## src/rtl/score_keeper_pkg.sv

```systemverilog
// Shared FSM state codes, winner codes and score helpers for score_keeper.
// The SCORE_DEUCE_EN build option is handled in score_keeper.sv.
package score_pkg;

  typedef logic [1:0] state_t;
  typedef logic [1:0] winner_t;

  localparam state_t IDLE      = 2'd0;
  localparam state_t PLAY      = 2'd1;
  localparam state_t POINT     = 2'd2;
  localparam state_t GAME_OVER = 2'd3;

  localparam winner_t WIN_NONE = 2'b00;
  localparam winner_t WIN_P0   = 2'b01;
  localparam winner_t WIN_P1   = 2'b10;

  localparam logic [6:0] SCORE_MAX = 7'd99;

  // Count after one more point; it stays put once the display saturates.
  function automatic logic [6:0] next_count(input logic [6:0] cnt);
    if (cnt == SCORE_MAX) begin
      return cnt;
    end else begin
      return cnt + 7'd1;
    end
  endfunction

endpackage

```

## src/rtl/score_keeper_if.sv

```systemverilog
// Match-level signal bundle between the ball datapath/controller and score_keeper.
interface score_keeper_if;
  logic       start;
  logic       player_0_scores;
  logic       player_1_scores;
  logic [7:0] score_0;
  logic [7:0] score_1;
  logic       game_active;
  logic       point_flash;
  logic [1:0] winner;

  modport master (
    output start, player_0_scores, player_1_scores,
    input  score_0, score_1, game_active, point_flash, winner
  );

  modport slave (
    input  start, player_0_scores, player_1_scores,
    output score_0, score_1, game_active, point_flash, winner
  );
endinterface

```

## src/rtl/score_keeper_bcd_counter_2d.sv

```systemverilog
// Two-digit BCD score counter with a parallel binary count, saturating at 99.
module bcd_counter_2d
  import score_pkg::*;
(
  input  logic       clk,
  input  logic       resetn,
  input  logic       clear,
  input  logic       inc,
  output logic [7:0] bcd,
  output logic [6:0] bin
);

  logic [7:0] bcd_q, bcd_d;
  logic [6:0] bin_q, bin_d;

  // Next count: clear wins over increment; the increment stops at 99.
  always_comb begin
    bcd_d = bcd_q;
    bin_d = bin_q;
    if (clear) begin
      bcd_d = 8'h00;
      bin_d = 7'd0;
    end else if (inc && (bin_q != SCORE_MAX)) begin
      bin_d = bin_q + 7'd1;
      if (bcd_q[3:0] == 4'd9) begin
        bcd_d[3:0] = 4'd0;
        bcd_d[7:4] = bcd_q[7:4] + 4'd1;
      end else begin
        bcd_d[3:0] = bcd_q[3:0] + 4'd1;
      end
    end else begin
      bcd_d = bcd_q;
      bin_d = bin_q;
    end
  end

  // Count registers.
  always_ff @(posedge clk or negedge resetn) begin
    if (!resetn) begin
      bcd_q <= 8'h00;
      bin_q <= 7'd0;
    end else begin
      bcd_q <= bcd_d;
      bin_q <= bin_d;
    end
  end

  assign bcd = bcd_q;
  assign bin = bin_q;

endmodule

```

## src/rtl/score_keeper.sv

```systemverilog
// Pong match FSM: per-player BCD scores, post-point hold and winner detection.
// Define SCORE_DEUCE_EN to require a two-point lead at or above WIN_SCORE.
module score_keeper
  import score_pkg::*;
#(
  parameter int unsigned WIN_SCORE   = 7,
  parameter int unsigned HOLD_CYCLES = 50000000,
  parameter int unsigned HOLD_W      = 26
) (
  input  logic           clk,
  input  logic           resetn,
  score_keeper_if.slave  sk
);

  logic              start_q, p0_q, p1_q;
  logic              rise_start_s, rise_p0_s, rise_p1_s;
  state_t            state_q, state_d;
  logic [HOLD_W-1:0] hold_q, hold_d;
  winner_t           winner_q, winner_d;
  logic              game_active_q, point_flash_q;
  logic              inc0_s, inc1_s, clear_s;
  logic              win0_s, win1_s;
  logic [6:0]        bin0_s, bin1_s, new0_s, new1_s;
  logic [7:0]        bcd0_s, bcd1_s;

  // Edge history starts high so a level already asserted at reset release is not an edge.
  always_ff @(posedge clk or negedge resetn) begin
    if (!resetn) begin
      start_q <= 1'b1;
      p0_q    <= 1'b1;
      p1_q    <= 1'b1;
    end else begin
      start_q <= sk.start;
      p0_q    <= sk.player_0_scores;
      p1_q    <= sk.player_1_scores;
    end
  end

  assign rise_start_s = sk.start & ~start_q;
  assign rise_p0_s    = sk.player_0_scores & ~p0_q;
  assign rise_p1_s    = sk.player_1_scores & ~p1_q;

  // Simultaneous edges are a tie and count for nobody.
  assign inc0_s  = (state_q == PLAY) & rise_p0_s & ~rise_p1_s;
  assign inc1_s  = (state_q == PLAY) & rise_p1_s & ~rise_p0_s;
  assign clear_s = (state_q == GAME_OVER) & rise_start_s;

  assign new0_s = next_count(bin0_s);
  assign new1_s = next_count(bin1_s);

`ifdef SCORE_DEUCE_EN
  assign win0_s = (new0_s >= 7'(WIN_SCORE)) &&
                  ((new0_s == SCORE_MAX) || ({1'b0, new0_s} >= ({1'b0, bin1_s} + 8'd2)));
  assign win1_s = (new1_s >= 7'(WIN_SCORE)) &&
                  ((new1_s == SCORE_MAX) || ({1'b0, new1_s} >= ({1'b0, bin0_s} + 8'd2)));
`else
  assign win0_s = (new0_s >= 7'(WIN_SCORE));
  assign win1_s = (new1_s >= 7'(WIN_SCORE));
`endif

  bcd_counter_2d u_cnt0 (
    .clk    (clk),
    .resetn (resetn),
    .clear  (clear_s),
    .inc    (inc0_s),
    .bcd    (bcd0_s),
    .bin    (bin0_s)
  );

  bcd_counter_2d u_cnt1 (
    .clk    (clk),
    .resetn (resetn),
    .clear  (clear_s),
    .inc    (inc1_s),
    .bcd    (bcd1_s),
    .bin    (bin1_s)
  );

  // Match FSM next-state, hold timer and winner.
  always_comb begin
    state_d  = state_q;
    hold_d   = hold_q;
    winner_d = winner_q;
    case (state_q)
      IDLE: begin
        if (rise_start_s) begin
          state_d = PLAY;
        end else begin
          state_d = IDLE;
        end
      end
      PLAY: begin
        if (inc0_s) begin
          if (win0_s) begin
            state_d  = GAME_OVER;
            winner_d = WIN_P0;
          end else begin
            state_d = POINT;
            hold_d  = '0;
          end
        end else if (inc1_s) begin
          if (win1_s) begin
            state_d  = GAME_OVER;
            winner_d = WIN_P1;
          end else begin
            state_d = POINT;
            hold_d  = '0;
          end
        end else begin
          state_d = PLAY;
        end
      end
      POINT: begin
        if (hold_q == HOLD_W'(HOLD_CYCLES - 1)) begin
          state_d = PLAY;
        end else begin
          hold_d = hold_q + {{(HOLD_W-1){1'b0}}, 1'b1};
        end
      end
      GAME_OVER: begin
        if (rise_start_s) begin
          state_d  = PLAY;
          winner_d = WIN_NONE;
        end else begin
          state_d = GAME_OVER;
        end
      end
      default: begin
        state_d  = IDLE;
        hold_d   = '0;
        winner_d = WIN_NONE;
      end
    endcase
  end

  // State and registered outputs, decoded from the next state so they track it exactly.
  always_ff @(posedge clk or negedge resetn) begin
    if (!resetn) begin
      state_q       <= IDLE;
      hold_q        <= '0;
      winner_q      <= WIN_NONE;
      game_active_q <= 1'b0;
      point_flash_q <= 1'b0;
    end else begin
      state_q       <= state_d;
      hold_q        <= hold_d;
      winner_q      <= winner_d;
      game_active_q <= (state_d == PLAY);
      point_flash_q <= (state_d == POINT);
    end
  end

  assign sk.score_0     = bcd0_s;
  assign sk.score_1     = bcd1_s;
  assign sk.game_active = game_active_q;
  assign sk.point_flash = point_flash_q;
  assign sk.winner      = winner_q;

endmodule

```

## src/flat_wrapper.sv

```systemverilog
// flat-port wrapper written by rule: the top's interface ports become plain ports
module score_keeper_flat import score_pkg::*;
#(
  parameter int unsigned WIN_SCORE   = 7,
  parameter int unsigned HOLD_CYCLES = 50000000,
  parameter int unsigned HOLD_W      = 26
)
  (clk, resetn, sk_start, sk_player_0_scores, sk_player_1_scores, sk_score_0, sk_score_1, sk_game_active, sk_point_flash, sk_winner);
  score_keeper_if sk_i ();
  input  logic clk;
  input  logic resetn;
  input wire logic [$bits(sk_i.start)-1:0] sk_start;
  input wire logic [$bits(sk_i.player_0_scores)-1:0] sk_player_0_scores;
  input wire logic [$bits(sk_i.player_1_scores)-1:0] sk_player_1_scores;
  output wire logic [$bits(sk_i.score_0)-1:0] sk_score_0;
  output wire logic [$bits(sk_i.score_1)-1:0] sk_score_1;
  output wire logic [$bits(sk_i.game_active)-1:0] sk_game_active;
  output wire logic [$bits(sk_i.point_flash)-1:0] sk_point_flash;
  output wire logic [$bits(sk_i.winner)-1:0] sk_winner;
  assign sk_i.start = sk_start;
  assign sk_i.player_0_scores = sk_player_0_scores;
  assign sk_i.player_1_scores = sk_player_1_scores;
  assign sk_score_0 = sk_i.score_0;
  assign sk_score_1 = sk_i.score_1;
  assign sk_game_active = sk_i.game_active;
  assign sk_point_flash = sk_i.point_flash;
  assign sk_winner = sk_i.winner;
  score_keeper #(.WIN_SCORE(WIN_SCORE), .HOLD_CYCLES(HOLD_CYCLES), .HOLD_W(HOLD_W)) u_core (.clk(clk), .resetn(resetn), .sk(sk_i));
endmodule
```

## config.mk

```make
export PLATFORM = sky130hd
export DESIGN_NAME = score_keeper_flat
export DESIGN_NICKNAME = d
export VERILOG_FILES = /design/src/rtl/score_keeper_pkg.sv /design/src/rtl/score_keeper_if.sv /design/src/rtl/score_keeper_bcd_counter_2d.sv /design/src/rtl/score_keeper.sv /design/src/flat_wrapper.sv
export SDC_FILE = /design/constraint.sdc
export NUM_CORES = 1
export LEC_CHECK = 0
export CORE_UTILIZATION = 50
export CTS_BUF_LIST = sky130_fd_sc_hd__clkbuf_4
export DETAILED_ROUTE_END_ITERATION = 10
export PLACE_DENSITY = 0.77
export REMOVE_ABC_BUFFERS = 1
export SLEW_MARGIN = 10
export SYNTH_ARGS = -nofsm -noshare
export SYNTH_HDL_FRONTEND = slang
export SYNTH_SLANG_ARGS = --single-unit
```

## constraint.sdc

```tcl
create_clock -name clk -period 2.42 [get_ports clk]
set_input_delay 0.484 -clock clk [delete_from_list [all_inputs] [get_ports clk]]
set_output_delay 0.484 -clock clk [all_outputs]
set_load 0.02 [all_outputs]
```

# ---- Word-level counts from Yosys, hierarchy flattened
# Index checks and enable logic that the tools add are counted.
dict set report totals {
  output_inout_bits 20
  memories 0
  reg_bits 65
  wordCells 102
  ramBits 0
  latch_bits 0
  rom_bits 0
  in_bits 5
}
dict set report classes {
  addsub 7
  eq_ne 19
  reduce_logical 13
  n_mul 0
  bitwise 13
  div_mod_pow 0
  shift 0
  mux 34
  order_cmp 2
}
# operator n
set ops {}
lappend ops {{26-bit two-way mux} 5}
lappend ops {{26-bit case mux with 2 select lines} 1}
lappend ops {{7-bit two-way mux} 6}
lappend ops {{8-bit two-way mux} 4}
lappend ops {{26-bit by 1-bit adder with 26-bit output (second input constant)} 1}
lappend ops {{26-bit == test (second input constant)} 1}
lappend ops {{2-bit two-way mux} 9}
lappend ops {{4-bit by 1-bit adder with 4-bit output (second input constant)} 4}
lappend ops {{4-bit two-way mux} 4}
lappend ops {{7-bit by 1-bit adder with 7-bit output (second input constant)} 2}
lappend ops {{7-bit == test (second input constant)} 2}
lappend ops {{7-bit by 3-bit greater-or-equal comparator with 1-bit output (second input constant)} 2}
lappend ops {{7-bit != test (second input constant)} 2}
lappend ops {{2-bit nonzero test} 6}
lappend ops {{5-bit AND reduction} 2}
lappend ops {{3-bit != test (second input constant)} 3}
lappend ops {{1-bit AND} 8}
lappend ops {{4-bit == test (second input constant)} 2}
lappend ops {{2-bit case mux with 4 select lines} 1}
lappend ops {{2-bit == test (second input constant)} 3}
lappend ops {{3-bit by 2-bit != test with 1-bit output (second input constant)} 2}
lappend ops {{1-bit inverter} 5}
lappend ops {{2-bit by 1-bit == test with 1-bit output (second input constant)} 2}
lappend ops {{2-bit case mux with 2 select lines} 1}
lappend ops {{6 further kinds} 10}

# ---- Logic depth before layout (Yosys ltp)
# Gate-level depths: netlist of run 1.
dict set report logic_depth {
  word_depth 8
  mapped_depth 11
  mapped_depth_nobuf 8
}

# ---- Modules after synthesis
# From an unflattened synthesis of run 1, not the netlist that was laid out.
dict set report unflattened {
  hier_cells 419
  hier_area_um2 3926.3
}
# mod seq_area_each_um2 cells_each n_inst area_each_um2
set by_module_without_submodules {}
lappend by_module_without_submodules {score_keeper 879.6 235 1 2157.1}
lappend by_module_without_submodules {bcd_counter_2d 375.4 92 2 884.6}

# ---- Least setup slack after synthesis of run 1
# OpenSTA, ideal clock, no wires.
dict set report synth_path {
  path_type {register to register}
  start {register u_core.state_q[1]}
  end {register u_core.hold_q[5]}
  setup_ns 0.104
  period_less_slack_ns 2.625
  slack_ns -0.205
  n_path_buf 2
  stages_incl_launch_ff 11
  arrival_time_ns 2.522
  cell_sequence {dfrtp_1 -> inv_1 -> ha_1 -> or3b_1 -> buf_2 -> o21bai_4 -> o41ai_4 -> o21ai_2 -> buf_6 -> or2_4 -> o41ai_2}
}
dict set report synth_via {
  elab_chain_cells 5
  word_cells_on_any_way 14
  cone_classes {eq/ne: 6; mux: 2; bitwise: 4; reduce/logical: 2}
}
# element line
set synth_rtl {}
lappend synth_rtl {{start, declared} score_keeper.sv:17} ;# state_t state_q, state_d;
lappend synth_rtl {{start signal, assigned} score_keeper.sv:145} ;# state_q <= state_d;
lappend synth_rtl {{2-bit by 1-bit == test with 1-bit output} {score_keeper.sv:44, score_keeper.sv:45, score_keeper.sv:84}}
lappend synth_rtl {{1-bit AND, on equally long branches (2 in series)} {score_keeper.sv:44, score_keeper.sv:45}}
lappend synth_rtl {{3-bit != test (no line) / 26-bit two-way mux (equally long branches)} -}
lappend synth_rtl {{5-bit AND reduction (no line) / 26-bit case mux with 2 select lines (equally long branches)} -}
lappend synth_rtl {{end signal, assigned} score_keeper.sv:146} ;# hold_q <= hold_d;
lappend synth_rtl {{end, declared} score_keeper.sv:18} ;# logic [HOLD_W-1:0] hold_q, hold_d;
# Several ways; a longest one is shown, not always the timed one.
# A chain may end at the register's enable or synchronous reset.

# ---- Final worst setup path of run 1
dict set report layout_path {
  start {register u_core.u_cnt1.bin_q[0], in the netlist u_core.u_cnt1.bin[0]}
  end {register u_core.hold_q[4]}
}
dict set report layout_via {
  elab_chain_cells 5
  word_cells_on_any_way 6
  cone_classes {add/sub: 1; order compare: 1; eq/ne: 2; mux: 1; reduce/logical: 1}
}
# element line
set layout_rtl {}
lappend layout_rtl {{start, declared} score_keeper_bcd_counter_2d.sv:14} ;# logic [6:0] bin_q, bin_d;
lappend layout_rtl {{start signal, assigned} score_keeper_bcd_counter_2d.sv:44} ;# bin_q <= bin_d;
lappend layout_rtl {{7-bit by 1-bit adder with 7-bit output / 7-bit == test (equally long branches)} {score_keeper_pkg.sv:24, score_keeper_pkg.sv:21}}
lappend layout_rtl {{7-bit two-way mux (*)} score_keeper_pkg.sv:21} ;# if (cnt == SCORE_MAX) begin
lappend layout_rtl {{7-bit by 3-bit greater-or-equal comparator with 1-bit output (*)} score_keeper.sv:58} ;# assign win1_s = (new1_s >= 7'(WIN_SCORE));
lappend layout_rtl {{3-bit != test (no line) (*)} -}
lappend layout_rtl {{5-bit AND reduction (no line) (*)} -}
# Mark *: on every way between the ends. The rest lies on a longest branch, timed or not.

==> impl_results.md, run 1 <==
* Util after Layout at 67.4%
* Setup ws final at -0.0186 ns
* Area delta synth->final at 26.9%
* Layout cell share with drive strength beyond 1 at 22.7%
* Total routing usage reported by global routing at 23.3%
* PortBufs at 24
* Worst-Skew Late Latency at 0.43 ns
* Largest net degree at the start of global routing at 66
* Startpoint types: flip-flop
* Final Hold Viols at 0
* Root Driver: clkbuf_4
* Layout Cells excl Fill at 568
* Post-synth ARST share at 100%
* Dpl ws at -0.487 ns
* Synth Cell Area at 3680 um2
* Die Span Y at 87.8 um
* Setup crit end kind: flip-flop
* Grt ovf at 0
* Fmax at 0.410 GHz
* Routability cong. at 0.852
* Initial antenna violation count at 0
* TritonCTS Buffers at 9
* Die width at 87.8 um
* IO Pins at 25
* Initial core utilization at 53.1%
* Bufs on Longest Clock Path at 2
* Clock transition at the registers of the reported paths at 0.12 ns
* Flop pwr share at 38.5%
* Leakage at 0.00204 uW
* Final period util at 101%
* Setup violators final at 1
* RSZ-0062 raised after global routing: yes
* Post-DP HPWL at 5620 um
* Synth cell types at 58
* Sequential share of the synthesized area at 44.2%
* Via Count at 3,344
* Vias in the first global route at 3,093
* Least-Margin Pin Slew at 0.397 ns
* Flops & latches, synth at 65
* Max Clock Skew at 0.0231 ns
* Power per standard cell area at 788 nW/um2
* Crit path DAT at 2.75 ns
* FP Rows at 30
* Max-Cap Viols at 0
* Finished Cell Area at 4680 um2
* Detail Route Antenna Nets at 0
* Cells after Synth at 404
* H-tree levels at 3
* CTS tree: done
* Via density at 5.89
* IR Drop Worst-Case VDD at 0.323 mV
* # DRC at 0
* Routed wire length at 8900 um
* Sw Share at 39.2%
* Critical path fanouts, max at 5
* Failing checks: setup timing
* R2R cell count at 10
* CTS sink cnt at 65
* DR iter-0 viols at 184
* Fill cells at 526
* Crit path time final at 2.44 ns
* Synth warnings at 0
* Commonest register cell after synthesis: dfrtp_1
* Final hold slack at 0.0651 ns
* Cts-stage hold buffer count at 0
* Antenna diodes at 0
* Logic gate share of total power at 44.6%
* Placed cell areas at 4300 um2
* Core box area at 6940 um2
* Hold WC Path Type: in2async
* Clk pwr share at 16.9%
* Wire length per cell at 15.7 um
* Psw at 1440 uW
* Die Area at 7720 um2
* Nets at 485
* Number of synthesized flops with an enable pin at 0
* Max Slew Vio Count at 0
* Avg Cell Area, Syn at 9.12 um2
* Placed cell count at 547
* Outcome: finished, violations left
* Slew HR at 73.3%
* Worst Path Class, Setup: reg2reg
* First-pass GRT wire length at 14,000 um
* Drt pass-1 iters at 5
* Cell internal pwr at 2240 uW
* Data required, critical path at 2.73 ns
[layer usage]
metal | vias to the layer above | global-route usage, % | wire length, um
met1 | 1610 | 28.2 | 3780
met3 | 21 | 3.68 | 375
li1 | 1601 | - | -
met2 | 112 | 41.0 | 4550
met4 | 0 | 9.99 | 200
met5 | - | 0 | 0
[cells in the mapped netlist (8+ instances only)]
cell | number | area (um2)
a21oi_1 | 19 | 95.1
clkbuf_1 | 15 | 56.3
dfrtp_1 | 62 | 1550
ha_1 | 13 | 163
inv_1 | 11 | 41.3
nand2_1 | 35 | 131
nand3_1 | 15 | 75.1
nand4_1 | 15 | 93.8
nor2_1 | 52 | 195
nor3_1 | 14 | 70.1
o21ai_0 | 27 | 135
o31ai_1 | 13 | 97.6
xnor2_1 | 8 | 70.1
xor2_1 | 10 | 87.6
[stage by stage]
stage / total power (uW) / setup TNS, ns
global placement: 2780 / -10.31
finish: 3690 / -0.0186
floorplan: 2200 / -4.41
detailed placement: 2840 / -12.03
global route: 3930 / -0.440
CTS: 3530 / 0
[sequential cells by signal (all words and copies together), names as in the netlist]
signal,cells
u_core.u_cnt0.bcd,8
u_core.u_cnt1.bcd,8
u_core.hold_q,26
u_core.u_cnt1.bin,7
u_core.sk.winner,2
u_core.p0_q,1
u_core.state_q,2
u_core.sk.game_active,1
u_core.sk.point_flash,1
u_core.p1_q,1
u_core.start_q,1
u_core.u_cnt0.bin,7
[power by group through the flow]
stage | Sequential [uW] | Combinational, uW | Clock, uW
global placement | 1410 | 1370 | 0
finish | 1420 | 1640 | 625
floorplan | 1520 | 682 | 0
global route | 1450 | 1780 | 701
detailed placement | 1420 | 1420 | 0
CTS | 1410 | 1480 | 638
[path summary, 6_finish.rpt]
path / end / start / slack (ns)
worst max-delay path: u_core.hold_q[4] / u_core.u_cnt1.bin[0] / -0.02
worst min-delay path: u_core.u_cnt0.bcd[0] / resetn / 0.07
worst max register to register: u_core.hold_q[4] / u_core.u_cnt1.bin[0] / -0.02
worst min register to register: u_core.hold_q[15] / u_core.hold_q[15] / 0.49
max in group asynchronous: u_core.p0_q / resetn / 2.01
min in group clk: u_core.p1_q / sk_player_1_scores / 0.21
[critical path, cell delays in order, from the launching register on]
cell      delay, ns
dfrtp_1        0.40
ha_1           0.31
nand2b_1       0.09
a221oi_2       0.33
o22ai_2        0.13
and3_2         0.25
buf_4          0.15
o211ai_4       0.29
buf_12         0.16
nor2_4         0.03
o22a_1         0.19
[cell type report]
class                   instances  area, um2  share of cell area [%]
multi-input cells             309       2120                    45.3
flip-flops and latches         65       1630                    34.9
repair buffers                 70        649                    13.9
well taps                      96        120                    2.57
clock buffers                  12       90.1                    1.93
inverters                      12       45.0                   0.963
clock inverters                 4       21.3                   0.455
[repair_timing]
item | 4_1_cts | 5_1_grt
cloned | 0 | 2
pin swaps | 0 | 10
setup buffers | 1 | 3
resized for setup | 5 | 45
setup endpoints to repair | 12 | 28
[layout by cell type, fill, tap and decap left out, types with 6 or more instances in the layout]
| master | count |
|---|---|
| nand2b_1 | 6 |
| or3_1 | 6 |
| a21oi_1 | 18 |
| xnor2_1 | 8 |
| o21ai_0 | 16 |
| a31oi_1 | 6 |
| o21ai_1 | 10 |
| dfrtp_1 | 60 |
| nor2_1 | 50 |
| nand4_1 | 15 |
| clkbuf_4 | 12 |
| ha_1 | 11 |
| inv_1 | 9 |
| nor3_1 | 14 |
| xor2_1 | 10 |
| nand2_1 | 35 |
| clkdlybuf4s50_1 | 21 |
| buf_4 | 41 |
| o31ai_1 | 8 |
| nand3_1 | 15 |
[cell families after synthesis]
logic type                 Yosys count  synth area share, %
and+or+nand+nor                    176                 23.9
xor gates and xnor gates            18                 4.28
buffers and inverters               30                 3.33
muxes                                4                 1.09
adders and majority gates           13                 4.41
DFF                                 65                 44.2
AOI/OAI and AO/OA                   98                 18.7
Note: power is estimated with default switching activity, not from simulation.
==> inputs of run 2 (changes only) <==
Settings changed: PLACE_DENSITY 0.77 to unset, PLACE_DENSITY_LB_ADDON set to 0.15.
==> run 2 against run 1 <==
  * Sequential power about the same
  * Die area unchanged
  * Power increased by 8.6%
  * Flip-flop and latch count unchanged
  * Clock power increased by 66%
  * The run now ends clean
  * Sequential share of layout area decreased by 0.66 points
  * Non-clock buffer count decreased by 3
  * Register-to-register slack improved by 0.04 ns
  * Combinational power decreased by 6%
  * Highest routed layer unchanged
  * Global-route usage decreased by 0.53 points
  * Core utilization increased by 1.3 points
  * Worst setup slack improved by 0.020 ns
==> impl_results.md, run 2 (synthesis gave the netlist of run 1 again) <==
* Fill cells at 534
* Hold path endpoint: u_core.p1_q
* Detail Route Antenna Nets at 0
* Most flops, register: u_core.hold_q
* DR iter-0 viols at 152
* Fmax at 0.414 GHz
* Vias in the first global route at 2,945
* Reg2reg setup slack at 0.02 ns
* Antenna diodes at 0
* Finished Cell Area at 4770 um2
* Worst hold stages at 1
* Layout cell share with drive strength beyond 1 at 23.5%
* Area delta synth->final at 29.4%
* Clock transition at the registers of the reported paths at 0.11 ns
* Critical R2R Launch: u_core.p1_q
* Crit path DAT at 2.74 ns
* Critical path fanouts, max at 6
* Max Clock Skew at 0.00839 ns
* Setup crit end kind: flip-flop
* Max-Cap Viols at 0
* CTS sink cnt at 65
* R2R cell count at 7
* PortBufs at 24
* H-tree levels at 3
* Most crowded layer after global routing: met2
* Wire length per cell at 15.0 um
* Final Hold Viols at 0
* Met3 usage at 5.00%
* TritonCTS Buffers at 9
* Most common cell after layout, fill and taps aside: dfrtp_1
* RSZ-0062 raised after global routing: yes
* Max Slew Vio Count at 0
* Nets at 482
* IO Pins at 25
* Setup violators final at 0
* Max reg flops at 26
* FF-to-FF End: u_core.hold_q[23]
* Drt pass-1 iters at 5
* Final period util at 99.9%
* Routability cong. at 0.920
* Least-Margin Pin Slew at 0.526 ns
* IR Drop Worst-Case VDD at 0.425 mV
* M2 GR Usage at 38.3%
* Worst Path Class, Setup: in2reg
* Total power draw at 4000 uW
* Routed wire length at 8490 um
* Via density at 5.79
* Most frequent cells in the layout: dfrtp_1, nor2_1, buf_4
* Hold path start: sk_player_1_scores
* Total routing usage reported by global routing at 22.8%
* Die Area at 7720 um2
* Die Span Y at 87.8 um
* Die width at 87.8 um
* FP Rows at 30
* Largest net degree at the start of global routing at 48
* Hold WC Path Type: in2reg
* Placed cell areas at 4270 um2
* Core box area at 6940 um2
* Power per standard cell area at 840 nW/um2
* Via Count at 3,273
* Worst-Skew Late Latency at 0.41 ns
* Global Route met1 Usage at 28.3%
* Crit path time final at 2.42 ns
* Outcome: finished, final reports clean
* Leakage at 0.00205 uW
* Slew HR at 64.8%
* Grt ovf at 0
* # DRC at 0
* First-pass GRT wire length at 13,500 um
* Initial core utilization at 53.1%
* Post-DP HPWL at 5580 um
* Root Driver: clkbuf_4
* Bufs on Longest Clock Path at 2
* Data required, critical path at 2.74 ns
* Startpoint types: primary input
* Initial antenna violation count at 0
* CTS tree: done
==> run 2: how the worst max path moves through the flow <==
| stage | endpoint | startpoint |
|---|---|---|
| after floorplan | u_core.hold_q[5] | u_core.state_q[1] |
| after global placement | u_core.sk.point_flash | sk_player_1_scores |
| after detailed placement | u_core.hold_q[6] | sk_player_1_scores |
| after CTS | u_core.hold_q[24] | u_core.u_cnt0.bin[0] |
| after global routing | u_core.hold_q[15] | u_core.state_q[1] |
| final | u_core.hold_q[23] | sk_player_0_scores |
==> run 2: final cells by class <==
cell class	instances	area [um2]	area share, %
Timing Repair Buffer	67	587	12.3
Inverter	12	45.0	0.945
Multi-Input combinational cell	309	2180	45.7
Clock inverter	6	130	2.73
Sequential cell	65	1630	34.3
Tap cell	96	120	2.52
Clock buffer	10	75.1	1.57
==> run 2: report_power, final <==
part           internal (uW)  switching (uW)
Sequential              1240             173
Combinational            692             852
Clock                    636             408
==> run 2: what timing repair did <==
action | in CTS | in global routing
pin swaps | 2 | 10
endpoints found under the setup margin | 6 | 28
gates resized for setup | 2 | 63
setup buffers | 1 | 1
hold buffers | 1 | 0
endpoints found under the hold margin | 1 | 0
cloned | 0 | 1
==> run 2: worst max-delay path, cell delays in order <==
cell and delay [ns]:
clkdlybuf4s50_1 0.47, nand2b_1 0.07, or3b_4 0.38, o21bai_4 0.20, o41ai_4 0.44, o21ai_4 0.12, or2_4 0.31, o311ai_2 0.26
==> run 2: per-stage QoR <==
stage                     hold WS, ns  std cells  utilization (%)  setup TNS [ns]  setup WS [ns]
after CTS                       0.481        563             64.8               0        0.00707
after detailed placement        0.462        545             61.5          -12.60         -0.477
after global routing            0.192        565             68.6          -0.757        -0.0806
after global placement          0.458        545             61.5          -10.54         -0.392
after floorplan                 0.188        386                -           -4.41         -0.340
final                           0.204        565             68.6               0        0.00163
==> run 2: layer usage <==
layer | share of wire (%) | vias to the layer above
met5 | 0 | -
met4 | 1.8 | 0
met3 | 3.8 | 19
met2 | 50 | 68
met1 | 44 | 1596
li1 | - | 1590
==> inputs of run 3 (changes only) <==
Settings changed: CTS_BUF_LIST sky130_fd_sc_hd__clkbuf_4 to unset.
==> run 3 against run 2 <==
  * The run now ends with setup timing left
  * Core utilization grew 1.3 points
  * Die area is the same
  * Combinational power grew 3%
  * Design area grew 1.9%
  * Power grew 4.9%
  * Sequential power is essentially flat
  * Critical endpoint is now u_core.hold_q[19]
==> impl_results.md, run 3 (synthesis gave the netlist of run 1 again) <==
* Final period util at 101%
* Leakage at 0.00209 uW
* H-tree levels at 3
* Worst-path cell chain: nor2b_4, or3b_4, o21bai_4, o41ai_4, buf_4, o211ai_4, buf_6, o41ai_2
* Data required, critical path at 2.66 ns
* Grt ovf at 0
* Total negative slack at -0.0266 ns
* Setup violators final at 1
* TritonCTS Buffers at 9
* Most flops, register: u_core.hold_q
* Slew HR at 66.7%
* Crit path time final at 2.45 ns
* Routed wire length at 8440 um
* Dpl ws at -0.477 ns
* Die width at 87.8 um
* Post-DP HPWL at 5580 um
* Area delta synth->final at 31.8%
* Die Span Y at 87.8 um
* Worst Path Class, Setup: reg2reg
* Via density at 5.78
* Outcome: finished, violations left
* Delay of the slowest critical-path stage at 0.55 ns
* Power per standard cell area at 865 nW/um2
* Setup crit end kind: flip-flop
* # DRC at 0
* PortBufs at 24
* Core box area at 6940 um2
* Detail Route Antenna Nets at 0
* DR iter-0 viols at 142
* Setup ws final at -0.0266 ns
* Crit path DAT at 2.69 ns
* Placed cell areas at 4270 um2
* Max-Cap Viols at 0
* Startpoint types: flip-flop
* Nets at 482
* Initial antenna violation count at 0
* Hold WC Path Type: in2async
* Least-Margin Pin Slew at 0.497 ns
* Die Area at 7720 um2
* Critical path fanouts, max at 7
* Most frequent cells in the layout: dfrtp_1, nor2_1, buf_4
* Drt pass-1 iters at 4
* CTS tree: done
* Layout cell share with drive strength beyond 1 at 23.7%
* Worst-Skew Late Latency at 0.35 ns
* Crit-path slowest cell: dfstp_2
* Total routing usage reported by global routing at 22.7%
* Reg2reg setup slack at -0.03 ns
* Max Clock Skew at 0.0108 ns
* CTS sink cnt at 65
* Clock transition at the registers of the reported paths at 0.08 ns
* IO Pins at 25
* IR Drop Worst-Case VDD at 0.431 mV
* FP Rows at 30
* Wire length per cell at 14.9 um
* Max reg flops at 26
* Via Count at 3,263
* Antenna diodes at 0
* Bufs on Longest Clock Path at 2
* Most common cell after layout, fill and taps aside: dfrtp_1
* RSZ-0062 raised after global routing: yes
* Max Slew Vio Count at 0
* Vias in the first global route at 2,963
* Finished Cell Area at 4860 um2
* Fmax at 0.409 GHz
* Routability cong. at 0.920
* Final Hold Viols at 0
* Initial core utilization at 53.1%
* Failing checks: setup timing
* Largest net degree at the start of global routing at 48
* Root Driver: clkbuf_8
* First-pass GRT wire length at 13,600 um
==> run 3: what timing repair did <==
action                                  CTS  global route
gates resized for setup                   4            69
gates cloned                              0             1
endpoints found under the setup margin   28            28
pin swaps                                 5            16
hold buffers                              0             0
buffers inserted                          1             2
==> run 3: cell type report <==
type,count,area (um2)
multi-input combinational,309,2210
timing repair buffer,67,594
clock buffer,10,128
clock inverter,6,130
sequential,65,1630
inverter,12,45.0
fill,519,2090
tap,96,120
==> run 3: path summary, 6_finish.rpt <==
| kind | startpoint | to | cells past startpoint |
|---|---|---|---|
| setup / recovery | u_core.p1_q | u_core.hold_q[19] | 8 |
| hold / removal | resetn | u_core.u_cnt1.bcd[7] | 1 |
| setup reg to reg | u_core.p1_q | u_core.hold_q[19] | 8 |
| hold reg to reg | u_core.sk.winner[1] | u_core.sk.winner[1] | 2 |
| max in group asynchronous | resetn | u_core.p0_q | 2 |
| min in group clk | sk_player_0_scores | u_core.p0_q | 1 |
==> run 3: power breakdown <==
part	switching [uW]	total (uW)	internal (uW)	leakage [uW]
Combinational	868	1580	711	0.00109
Clock	420	1210	786	0.000130
Sequential	172	1410	1240	0.000875
==> run 3: through the flow <==
stage	total power (uW)	hold slack (ns)	utilization (%)	instances
2_1_floorplan	2200	0.188	-	386
3_3_place_gp	2770	0.458	61.5	545
3_5_place_dp	2810	0.462	61.5	545
4_1_cts	4040	0.0952	65.6	562
5_1_grt	4460	0.111	69.9	565
6_report	4200	0.0849	69.9	565
==> run 3: worst max-delay path: cells and delay by family (launching register included) <==
kind,cells,cell delay [ns]
buffers and inverters,2,0.37
AO/OA/AOI/OAI,4,1.00
AND/OR/NAND/NOR,2,0.43
flip-flops,1,0.55
==> run 3: layer usage <==
layer	track usage [%]	wire length, um
met3	3.86	273
met5	0	0
met2	38.3	4270
met4	9.84	176
met1	28.7	3720
